--- src/rtl/fifo_wr_ctrl.sv ---
`default_nettype none
// ============================================================================
// Module  : fifo_wr_ctrl
// Brief   : Write-side controller of a dual-clock FIFO. It generates the write
//           enable and address and exports a Gray write pointer. The read
//           pointer is brought into wrclk to derive level/full/almost_full/overflow.
// Rev     : 1.0  initial release
// ============================================================================
module fifo_wr_ctrl #(
    parameter int ADDR_W    = 7,
    parameter int S         = 8,
    parameter int AF_THRESH = 120
) (
    input  logic              wrclk,
    input  logic              wrrst,
    input  logic              wr_req,
    input  logic [7:0]        wr_din,
    input  logic              ovf_clr,
    input  logic [ADDR_W:0]   rdptr_gray,
    output logic              wren,
    output logic [S-1:0]      wrptr,
    output logic [7:0]        wrdata,
    output logic [ADDR_W:0]   wrptr_gray,
    output logic              full,
    output logic              almost_full,
    output logic [ADDR_W:0]   level,
    output logic              overflow
);

    localparam logic [ADDR_W:0] C_DEPTH = {1'b1, {ADDR_W{1'b0}}};
    localparam logic [ADDR_W:0] C_AF    = (ADDR_W+1)'(AF_THRESH);

    logic [ADDR_W:0] wbin_q, wbin_d;
    logic [ADDR_W:0] rs1_q;
    logic [ADDR_W:0] gray_q, gray_d;
    logic [ADDR_W:0] level_q, lvl_d;
    logic            full_q, full_d;
    logic            af_q, af_d;
    logic            ovf_q, ovf_d;
    logic [ADDR_W:0] rbin;
    logic            push;

    assign push   = wr_req & ~full_q;
    assign wren   = push;
    assign wrdata = wr_din;
    assign wrptr  = S'(wbin_q[ADDR_W-1:0]);

    // The level/full/almost_full registers act as the second synchronizer
    // stage: they capture the binary form of the first-stage Gray sample.
    always_comb begin
        rbin = '0;
        for (int i = 0; i <= ADDR_W; i++) begin
            rbin[i] = ^(rs1_q >> i);
        end
    end

    always_comb begin
        wbin_d = wbin_q + {{ADDR_W{1'b0}}, push};
        gray_d = wbin_d ^ (wbin_d >> 1);
        lvl_d  = wbin_d - rbin;
        full_d = (lvl_d == C_DEPTH);
        af_d   = (lvl_d >= C_AF);
        ovf_d  = ovf_q;
        if (wr_req && full_q) begin
            ovf_d = 1'b1;
        end else if (ovf_clr) begin
            ovf_d = 1'b0;
        end
    end

    always_ff @(posedge wrclk) begin
        if (wrrst) begin
            wbin_q  <= '0;
            rs1_q   <= '0;
            gray_q  <= '0;
            level_q <= '0;
            full_q  <= 1'b0;
            af_q    <= 1'b0;
            ovf_q   <= 1'b0;
        end else begin
            wbin_q  <= wbin_d;
            rs1_q   <= rdptr_gray;
            gray_q  <= gray_d;
            level_q <= lvl_d;
            full_q  <= full_d;
            af_q    <= af_d;
            ovf_q   <= ovf_d;
        end
    end

    assign wrptr_gray  = gray_q;
    assign full        = full_q;
    assign almost_full = af_q;
    assign level       = level_q;
    assign overflow    = ovf_q;

endmodule
`default_nettype wire

--- config.mk ---
export PLATFORM = sky130hd
export DESIGN_NAME = fifo_wr_ctrl
export DESIGN_NICKNAME = d
export VERILOG_FILES = /design/src/rtl/fifo_wr_ctrl.sv
export SDC_FILE = /design/constraint.sdc
export NUM_CORES = 1
export LEC_CHECK = 0
export CORE_ASPECT_RATIO = 0.75
export CORE_MARGIN = 2
export CORE_UTILIZATION = 47
export CTS_BUF_LIST = sky130_fd_sc_hd__clkbuf_4
export DETAILED_ROUTE_END_ITERATION = 8
export PLACE_DENSITY_LB_ADDON = 0.15
export SLEW_MARGIN = 10
export SYNTH_ARGS = -nofsm -noshare
export SYNTH_HDL_FRONTEND = slang
export SYNTH_SLANG_ARGS = --single-unit
--- constraint.sdc ---
create_clock -name wrclk -period 3.63 [get_ports wrclk]
set_input_delay 0.726 -clock wrclk [delete_from_list [all_inputs] [get_ports wrclk]]
set_output_delay 0.726 -clock wrclk [all_outputs]
set_load 0.01 [all_outputs]
==> results.sh, run 1 <==
export IMPL_cp_common_cell="ha_1"
export IMPL_worst_setup_path_type="in -> reg"
export IMPL_path_buf_inv=1
export IMPL_netSwitchingFraction_pct=28.6
export IMPL_drv_slew=0
export IMPL_clk_pin_slew_worst_paths_ps=90
export IMPL_worst_pin_slew_ps=620
export IMPL_placedCellCount=241
export IMPL_cp_top_family="simple AND/OR/NAND/NOR gates"
export IMPL_die_y_um=55.6
export IMPL_cts_num_sinks=34
export IMPL_p_clk_share_pct=26.6
export IMPL_synth_avg_cell_area_um2=10.1
export IMPL_switchingPower_w=0.000302
export IMPL_fin_crit_sh_pct=94.7
export IMPL_ir_worst_vdd_mv=0.231
export IMPL_numCtsBuffers=5
export IMPL_skew_ps=14.7
export IMPL_ctsHoldBuffers=0
export IMPL_crit_path_max_incr_delay_ps=470
export IMPL_crit_start="wr_req"
export IMPL_syn_area_um2=1670
export IMPL_overflow=0
export IMPL_crit_chain="clkdlybuf4s50_1, nor2b_1, ha_1, ha_1, xor2_1, ha_1, a21oi_1, a21o_2, nand3_1, or4_4, nand4_2, nor4b_4"
export IMPL_dp_slack_ps=-69.4
export IMPL_utilization_pct=65.8
export IMPL_layout_nets=240
export IMPL_synth_top_family_by_area="simple AND/OR/NAND/NOR gates"
export IMPL_grt_usage_pct=16.9
export IMPL_rsz0062_at_grt="no"
export IMPL_setup_viol=0
export IMPL_grt_max_degree=18
export IMPL_worstPathArrival_ps=3680
export IMPL_slew_headroom_pct=58.5
export IMPL_startpoint_type="input pin"
export IMPL_firstDrtPassIters=4
export IMPL_grt_pass1_vias=1162
export IMPL_hp_class="reg -> reg"
export IMPL_synth_seq_area_share_pct=40.8
export IMPL_wl_per_cell_um=13.0
export IMPL_drc_errors=0
export IMPL_pin_count=56
export IMPL_layout_min_cycle_time_ps=3440
export IMPL_drt_total_wl_mm=3.26
export IMPL_drive_above_1_share_pct=16.1
export IMPL_status="completed"
export IMPL_rows=18
export IMPL_dr_wl_met3_um=255
export IMPL_synth_xor_area_share_pct=18.4
export IMPL_stdcell_area_um2=2190
export IMPL_viasPerCell=5.04
export IMPL_core_um2=3330
export IMPL_min_delay_start="overflow"
export IMPL_ys_types=37
export IMPL_vias=1266
export IMPL_grt_pass1_wl_mm=5.21
export IMPL_dieArea_um2=4050
export IMPL_seq_power_share_pct=40.4
export IMPL_initial_utilization_pct=50.1
export IMPL_antenna_found_initial=0
export IMPL_portBuffers=38
export IMPL_htree_levels=2
export IMPL_worstSkewPairLatency_ps=330
export IMPL_synth_fa_ha_area_share_pct=7.95
export IMPL_critical_path_required_ps=3870
export IMPL_gp_congestion=0.909
export IMPL_synth_compound_gate_area_share_pct=5.32
export IMPL_postSynthRegisterBits=34
export IMPL_hold_viol_final=0
export IMPL_wl_met1_mm=1.40
export IMPL_setup_ws_ps=194
export IMPL_p_per_area_nw_per_um2=481
export IMPL_leakage_nw=0.946
export IMPL_syn2layout_area_growth_pct=31.5
export IMPL_diodes=0
export IMPL_top_layer="met4"
export IMPL_synth_warnings=0
export IMPL_clockBufferDepth=2
export IMPL_hpwl_mm=2.61
export IMPL_root_buffer="clkbuf_4"
export IMPL_dr_wl_met2_mm=1.55
export IMPL_postRouteAntennaNets=0
export IMPL_slowest_stage="clkdlybuf4s50_1"
export IMPL_p_int_w=0.000752
export IMPL_end_kind="flop"
export IMPL_yosys_area_share_simple_pct=20.2
export IMPL_fin_cells=251
export IMPL_die_w_um=72.8
export IMPL_synthMuxAreaShare_pct=0.600
export IMPL_n_fill_cell=274
export IMPL_syn_num_nets=196
export IMPL_cp_max_fo=4
export IMPL_cts_tree="yes"
export IMPL_netlist_instances=166
export IMPL_drt_iter0_drc=58
export IMPL_drv_cap=0
export IMPL_fmax_mhz=291
export IMPL_dpl_instance_area_um2=2090
export IMPL_combPwrFrac_pct=33.1
export IMPL_r2r_start="rs1_q[5]"
[power by group through the flow]
stage                     logic, W  clock network, W  registers (W)
after global placement    0.000331                 0       0.000433
after floorplan           0.000194                 0       0.000452
after global routing      0.000380          0.000306       0.000430
after detailed placement  0.000335                 0       0.000435
after CTS                 0.000337          0.000289       0.000426
final                     0.000349          0.000280       0.000426
[logic make-up (layout without fill, tap and decap cells)]
group           after synthesis  count (layout)
buf+inv                      20              65
other cells                   1               1
compound gates               14              14
simple gates                 60              60
flops                        34              34
mux                           1               1
fa+ha+maj                    10              10
xor+xnor                     26              26
[synth_stat cells]
library cell / number / area (µm²)
mux2i_1: 1 / 10.0
dfxtp_1: 34 / 681
conb_1: 1 / 3.75
xor3_1: 1 / 23.8
nand3_1: 5 / 25.0
and4_4: 1 / 11.3
and3_1: 4 / 25.0
xnor3_2: 1 / 23.8
o2111ai_1: 1 / 8.76
nor2b_1: 10 / 62.6
nor2_1: 21 / 78.8
a21o_2: 1 / 8.76
nor4b_4: 1 / 23.8
inv_1: 8 / 30.0
a31o_2: 1 / 8.76
nand2b_1: 1 / 6.26
a21oi_1: 5 / 25.0
nand4_1: 2 / 12.5
nor3_1: 4 / 20.0
xor2_4: 1 / 27.5
buf_4: 9 / 67.6
ha_1: 9 / 113
and3_2: 1 / 7.51
and2_1: 3 / 18.8
clkbuf_1: 3 / 11.3
or4_4: 1 / 11.3
nand3b_1: 1 / 7.51
xor2_1: 5 / 43.8
nand2_1: 4 / 15.0
xnor2_1: 14 / 123
a31o_1: 1 / 8.76
nand4_2: 1 / 12.5
o21bai_1: 1 / 7.51
a31oi_1: 1 / 6.26
o21ai_0: 3 / 15.0
xor2_2: 4 / 65.1
fa_1: 1 / 20.0
[worst register-to-register path, delay by kind of cell (launching register included)]
kind,cells,cell delay [ps]
xor gates and xnor gates,6,1390
adders and majority gates,2,620
AOI/OAI and AO/OA,2,500
DFF,1,320
and+or+nand+nor,3,270
buffers and inverters,1,160
[per-stage QoR]
stage | TNS (ps) | total power (W) | hold slack (ps)
final | 0 | 0.00105 | 481
after global placement | 0 | 0.000763 | 458
after CTS | 0 | 0.00105 | 488
after detailed placement | -151 | 0.000771 | 474
after floorplan | 0 | 0.000646 | 489
after global routing | 0 | 0.00112 | 527
[final timing paths]
check,end,slack [ps],cells after the start
hold reg to reg,overflow,480,2
hold / removal,overflow,480,2
setup / recovery,full,190,12
setup reg to reg,almost_full,290,14
[flip-flops by register name (all words and copies together), names as in the netlist]
register     flops
almost_full      1
full             1
level            8
overflow         1
rs1_q            8
wbin_q           8
wrptr_gray       7
[what timing repair did]
item / in CTS / in global routing
gates resized for setup: 0 / 2
setup endpoints to repair: 0 / 3
setup buffers: 0 / 2
[layout by cell type, fill, tap and decap left out, types with 5 or more instances in the layout]
cell             count
clkdlybuf4s50_1     38
dfxtp_1             33
nor2_1              21
xnor2_1             13
buf_4               11
nor2b_1             10
ha_1                 9
inv_1                8
clkbuf_4             7
nand3_1              5
xor2_1               5
a21oi_1              5
[metal layers]
| metal | up-vias | global-route usage, % |
|---|---|---|
| met4 | 0 | 7.94 |
| met2 | 48 | 27.5 |
| met5 | - | 0 |
| li1 | 620 | - |
| met3 | 8 | 5.80 |
| met1 | 590 | 19.8 |
[area by class of cell]
cell class / instances / area (µm²) / share of cell area [%]
Clock buffer: 7 / 52.6 / 2.39
Inverter: 8 / 30.0 / 1.37
Multi-Input combinational cell: 112 / 887 / 40.4
Clock inverter: 1 / 30.0 / 1.37
Timing Repair Buffer: 49 / 463 / 21.1
Sequential cell: 34 / 682 / 31.1
Tap cell: 40 / 50.0 / 2.28
Note: power is estimated with default switching activity, not from simulation.
==> run 2, diff against run 1 <==
- CTS_CLUSTER_SIZE: not set -> 12
- SETUP_SLACK_MARGIN: not set -> 0.3
==> run 2 against run 1 <==
Net effect:
- combinational power is 11% higher
- final area is 4.3% higher
- worst hold slack worse by 1.4 ps
- sequential cell count stayed put
- sequential power hardly changed
- global-route usage is 0.24 points higher
- core utilization is 2.9 points higher
- register-to-register slack better by 70 ps
- clock power hardly changed
==> results.sh, run 2 (same netlist as run 1, synthesis figures left out) <==
export IMPL_status="completed"
export IMPL_wl_per_cell_um=13.3
export IMPL_die_w_um=72.8
export IMPL_firstDrtPassIters=4
export IMPL_critical_path_required_ps=3880
export IMPL_clockBufferDepth=2
export IMPL_drive_above_1_share_pct=22.8
export IMPL_fin_crit_sh_pct=90.1
export IMPL_htree_levels=2
export IMPL_overflow=0
export IMPL_diodes=0
export IMPL_min_path_cells=2
export IMPL_final_cell_mix="clkdlybuf4s50_1, dfxtp_1, nor2_1, buf_4, xnor2_1"
export IMPL_worst_pin_slew_ps=612
export IMPL_fin_cells=255
export IMPL_drv_cap=0
export IMPL_worstPathArrival_ps=3520
export IMPL_r2r_end="full"
export IMPL_leakage_nw=0.969
export IMPL_cts_num_sinks=34
export IMPL_r2r_start="rs1_q[5]"
export IMPL_utilization_pct=68.7
export IMPL_rsz0062_at_grt="yes"
export IMPL_hpwl_mm=2.61
export IMPL_fmax_mhz=306
export IMPL_die_y_um=55.6
export IMPL_startpoint_type="flop"
export IMPL_antenna_found_initial=0
export IMPL_dieArea_um2=4050
export IMPL_placedCellCount=241
export IMPL_reg2reg_slack_ps=360
export IMPL_drc_errors=0
export IMPL_worstSkewPairLatency_ps=330
export IMPL_layout_commonest_cell="clkdlybuf4s50_1"
export IMPL_hold_slack_ps=480
export IMPL_min_delay_start="overflow"
export IMPL_drt_iter0_drc=52
export IMPL_numCtsBuffers=5
export IMPL_hold_viol_final=0
export IMPL_viasPerCell=5.05
export IMPL_skew_ps=14.8
export IMPL_pin_count=56
export IMPL_layout_nets=244
export IMPL_drt_total_wl_mm=3.40
export IMPL_min_to="overflow"
export IMPL_core_um2=3330
export IMPL_cts_tree="yes"
export IMPL_ctsHoldBuffers=0
export IMPL_grt_max_degree=18
export IMPL_portBuffers=38
export IMPL_grt_usage_pct=17.1
export IMPL_n_fill_cell=260
export IMPL_cp_max_fo=3
export IMPL_gp_congestion=0.909
export IMPL_slew_headroom_pct=59.1
export IMPL_ir_worst_vdd_mv=0.253
export IMPL_setup_viol=0
export IMPL_hp_class="reg -> reg"
export IMPL_grt_pass1_vias=1178
export IMPL_initial_utilization_pct=50.1
export IMPL_layout_min_cycle_time_ps=3270
export IMPL_root_buffer="clkbuf_4"
export IMPL_drv_slew=0
export IMPL_syn2layout_area_growth_pct=37.2
export IMPL_reg2reg_depth=14
export IMPL_vias=1287
export IMPL_end_kind="flop"
export IMPL_clk_pin_slew_worst_paths_ps=90
export IMPL_p_per_area_nw_per_um2=478
export IMPL_postRouteAntennaNets=0
export IMPL_worst_setup_path_type="reg -> reg"
export IMPL_grt_pass1_wl_mm=5.29
export IMPL_rows=18
run 2: cell types whose count changed in the layout (fill, tap and decap cells not counted), moves of 2 or more:
cell     change
xor2_1       -2
ha_4         +2
nor2b_1      -2
buf_4        +4
ha_1         -3
xor2_2       +2
run 2: what timing repair did:
item                       in CTS  in global routing
cloned                          0                  0
gates resized for setup         6                 11
pin swaps                       5                 14
buffers inserted                4                  2
setup endpoints to repair       3                  4
run 2: critical path, stage by stage (launching register included):
cell      delay [ps]
dfxtp_1          320
xnor3_2          460
xor2_4           190
xor2_2           210
xor2_2           210
xor2_2           180
xnor2_1          100
ha_2             210
fa_2             390
nor2b_4          130
nor3_2            50
o21bai_1         200
a21oi_2          100
xnor2_2          180
nor4b_4          260
run 2: layer usage:
layer	vias up	track usage, %	wire length, µm
met3	11	5.80	227
li1	628	-	-
met1	602	19.8	1450
met4	0	7.94	68
met5	-	0	0
met2	46	28.3	1650
run 2: where the power goes:
group          internal (W)  switching [W]
sequential         0.000412      0.0000150
clock              0.000161       0.000120
combinational      0.000205       0.000181
run 2: metrics by stage:
step	power [W]	cell area, µm²	setup WS (ps)	setup TNS [ps]
5_1_grt	0.00116	2290	154	0
3_3_place_gp	0.000763	2090	27.1	0
4_1_cts	0.00107	2220	319	0
2_1_floorplan	0.000646	1670	368	0
3_5_place_dp	0.000771	2090	-69.4	-151
6_report	0.00109	2290	359	0
run 2: how the worst max path moves through the flow:
stage / from / endpoint
global route: rs1_q[5] / full
floorplan: wr_req / full
global placement: wr_req / almost_full
finish: rs1_q[5] / full
CTS: rs1_q[7] / full
detailed placement: wr_req / full
run 2: area by class of cell:
| class | instances | area (µm²) | area share (%) |
|---|---|---|---|
| timing repair buffer | 53 | 493 | 21.5 |
| clock buffer | 7 | 52.6 | 2.30 |
| inverter | 8 | 30.0 | 1.31 |
| multi-input combinational | 112 | 951 | 41.5 |
| tap | 40 | 50.0 | 2.19 |
| sequential | 34 | 683 | 29.8 |
| clock inverter | 1 | 30.0 | 1.31 |
==> run 3, diff against run 2 <==
==> constraint.sdc (replaced) <==
create_clock -name wrclk -period 3.63 [get_ports wrclk]
set_input_delay 0.5445 -clock wrclk [delete_from_list [all_inputs] [get_ports wrclk]]
set_output_delay 0.5445 -clock wrclk [all_outputs]
set_load 0.01 [all_outputs]
==> run 3 against run 2 <==
Net effect:
- total power is 11% lower
- setup slack got worse by 20 ps
- clock power is 35% lower
- first-iteration DRC count is 42% lower
- die area stayed put
- largest cell class unchanged
==> results.sh, run 3 (same netlist as run 1, synthesis figures left out) <==
export IMPL_status="completed"
export IMPL_postRouteAntennaNets=0
export IMPL_hp_class="reg -> reg"
export IMPL_cts_tree="yes"
export IMPL_reg2reg_depth=14
export IMPL_drt_total_wl_mm=3.31
export IMPL_diodes=0
export IMPL_hpwl_mm=2.48
export IMPL_drv_cap=0
export IMPL_p_per_area_nw_per_um2=442
export IMPL_viasPerCell=4.93
export IMPL_min_delay_start="overflow"
export IMPL_core_um2=3330
export IMPL_r2r_start="rs1_q[6]"
export IMPL_end_kind="flop"
export IMPL_setup_ws_ps=339
export IMPL_die_y_um=55.6
export IMPL_vias=1232
export IMPL_skew_ps=11.7
export IMPL_layout_min_cycle_time_ps=3290
export IMPL_fmax_mhz=304
export IMPL_setup_tns_ps=0
export IMPL_leakage_nw=0.932
export IMPL_rows=18
export IMPL_grt_usage_pct=17.8
export IMPL_min_path_cells=2
export IMPL_worst_pin_slew_ps=573
export IMPL_ir_worst_vdd_mv=0.262
export IMPL_reg2reg_slack_ps=340
export IMPL_n_fill_cell=284
export IMPL_firstDrtPassIters=4
export IMPL_fin_crit_sh_pct=90.7
export IMPL_antenna_found_initial=0
export IMPL_layout_commonest_cell="clkdlybuf4s50_1"
export IMPL_ctsHoldBuffers=0
export IMPL_root_buffer="clkbuf_4"
export IMPL_placedCellCount=238
export IMPL_portBuffers=38
export IMPL_die_w_um=72.8
export IMPL_wl_per_cell_um=13.3
export IMPL_clk_pin_slew_worst_paths_ps=90
export IMPL_drv_slew=0
export IMPL_slew_headroom_pct=61.7
export IMPL_grt_pass1_vias=1218
export IMPL_rsz0062_at_grt="yes"
export IMPL_critical_path_required_ps=3880
export IMPL_worstSkewPairLatency_ps=340
export IMPL_clockBufferDepth=2
export IMPL_htree_levels=2
export IMPL_grt_pass1_wl_mm=5.43
export IMPL_hold_viol_final=0
export IMPL_dieArea_um2=4050
export IMPL_drc_errors=0
export IMPL_startpoint_type="flop"
export IMPL_numCtsBuffers=5
export IMPL_worst_setup_path_type="reg -> reg"
export IMPL_initial_utilization_pct=50.1
export IMPL_worstPathArrival_ps=3540
export IMPL_setup_viol=0
export IMPL_drt_iter0_drc=30
export IMPL_layout_nets=241
export IMPL_fin_cells=250
export IMPL_min_to="overflow"
export IMPL_pin_count=56
export IMPL_utilization_pct=65.9
export IMPL_syn2layout_area_growth_pct=31.6
export IMPL_drive_above_1_share_pct=20.0
export IMPL_cts_num_sinks=34
export IMPL_cp_max_fo=3
export IMPL_dp_slack_ps=-40.2
export IMPL_finalPower_w=0.000972
export IMPL_overflow=0
export IMPL_grt_max_degree=18
export IMPL_gp_congestion=0.815
export IMPL_final_cell_mix="clkdlybuf4s50_1, dfxtp_1, nor2_1, xnor2_1, buf_4"
export IMPL_r2r_end="full"
[run 3: cell types whose count changed in the layout (fill, tap and decap cells not counted)]
cell | previous run | this run
a31oi_2 | 0 | 1
bufinv_16 | 1 | 0
buf_4 | 15 | 12
clkinv_1 | 0 | 1
xor2_1 | 3 | 5
clkbuf_4 | 7 | 5
ha_4 | 2 | 0
xor2_2 | 6 | 4
ha_2 | 1 | 3
a31oi_1 | 1 | 0
[run 3: what timing repair did]
action,CTS,global route
setup buffers,4,2
pin swaps,4,9
gates resized for setup,6,8
setup endpoints to repair,3,3
[run 3: through the flow]
stage | hold WS, ps | area, µm²
2_1_floorplan | 489 | 1670
3_3_place_gp | 461 | 2070
3_5_place_dp | 471 | 2070
4_1_cts | 487 | 2150
5_1_grt | 515 | 2200
6_report | 476 | 2200
[run 3: area by class of cell]
class	instances	area (µm²)	area share, %
clock buffers	5	37.5	1.71
clock inverters	1	3.75	0.171
inverters	8	30.0	1.37
multi-input cells	112	922	42.0
flip-flops and latches	34	683	31.1
well taps	40	50.0	2.28
repair buffers	50	470	21.4
[run 3: worst max-delay path, cell delays in order (launching register included)]
cell      delay (ps)
dfxtp_2          350
xnor3_2          470
xor2_4           190
xor2_2           220
xor2_2           210
xor2_2           180
xnor2_1           90
ha_2             190
fa_2             390
nor2b_4          150
nor3_2            60
o21bai_1         180
a21oi_2           90
xnor2_2          170
nor4b_4          260
[run 3: how the worst max path moves through the flow]
| stage | endpoint | depth (start not counted) | slack [ps] | from |
|---|---|---|---|---|
| 2_1_floorplan | full | 13 | 440 | rs1_q[5] |
| 3_3_place_gp | full | 13 | 40 | wr_req |
| 3_5_place_dp | full | 13 | -40 | wr_req |
| 4_1_cts | full | 14 | 300 | rs1_q[5] |
| 5_1_grt | full | 14 | 150 | rs1_q[6] |
| 6_report | full | 14 | 340 | rs1_q[6] |
[run 3: per-layer routing]
layer / up-vias / part of all wire, % / GRT usage [%]
li1: 623 / - / -
met1: 558 / 46 / 21.4
met2: 39 / 47 / 28.7
met3: 12 / 5.4 / 4.89
met4: 0 / 2.3 / 9.26
met5: - / 0 / 0
[run 3: power breakdown]
part | internal, W | switching (W)
sequential | 0.000412 | 0.0000135
combinational | 0.000193 | 0.000171
clock | 0.0000661 | 0.000117
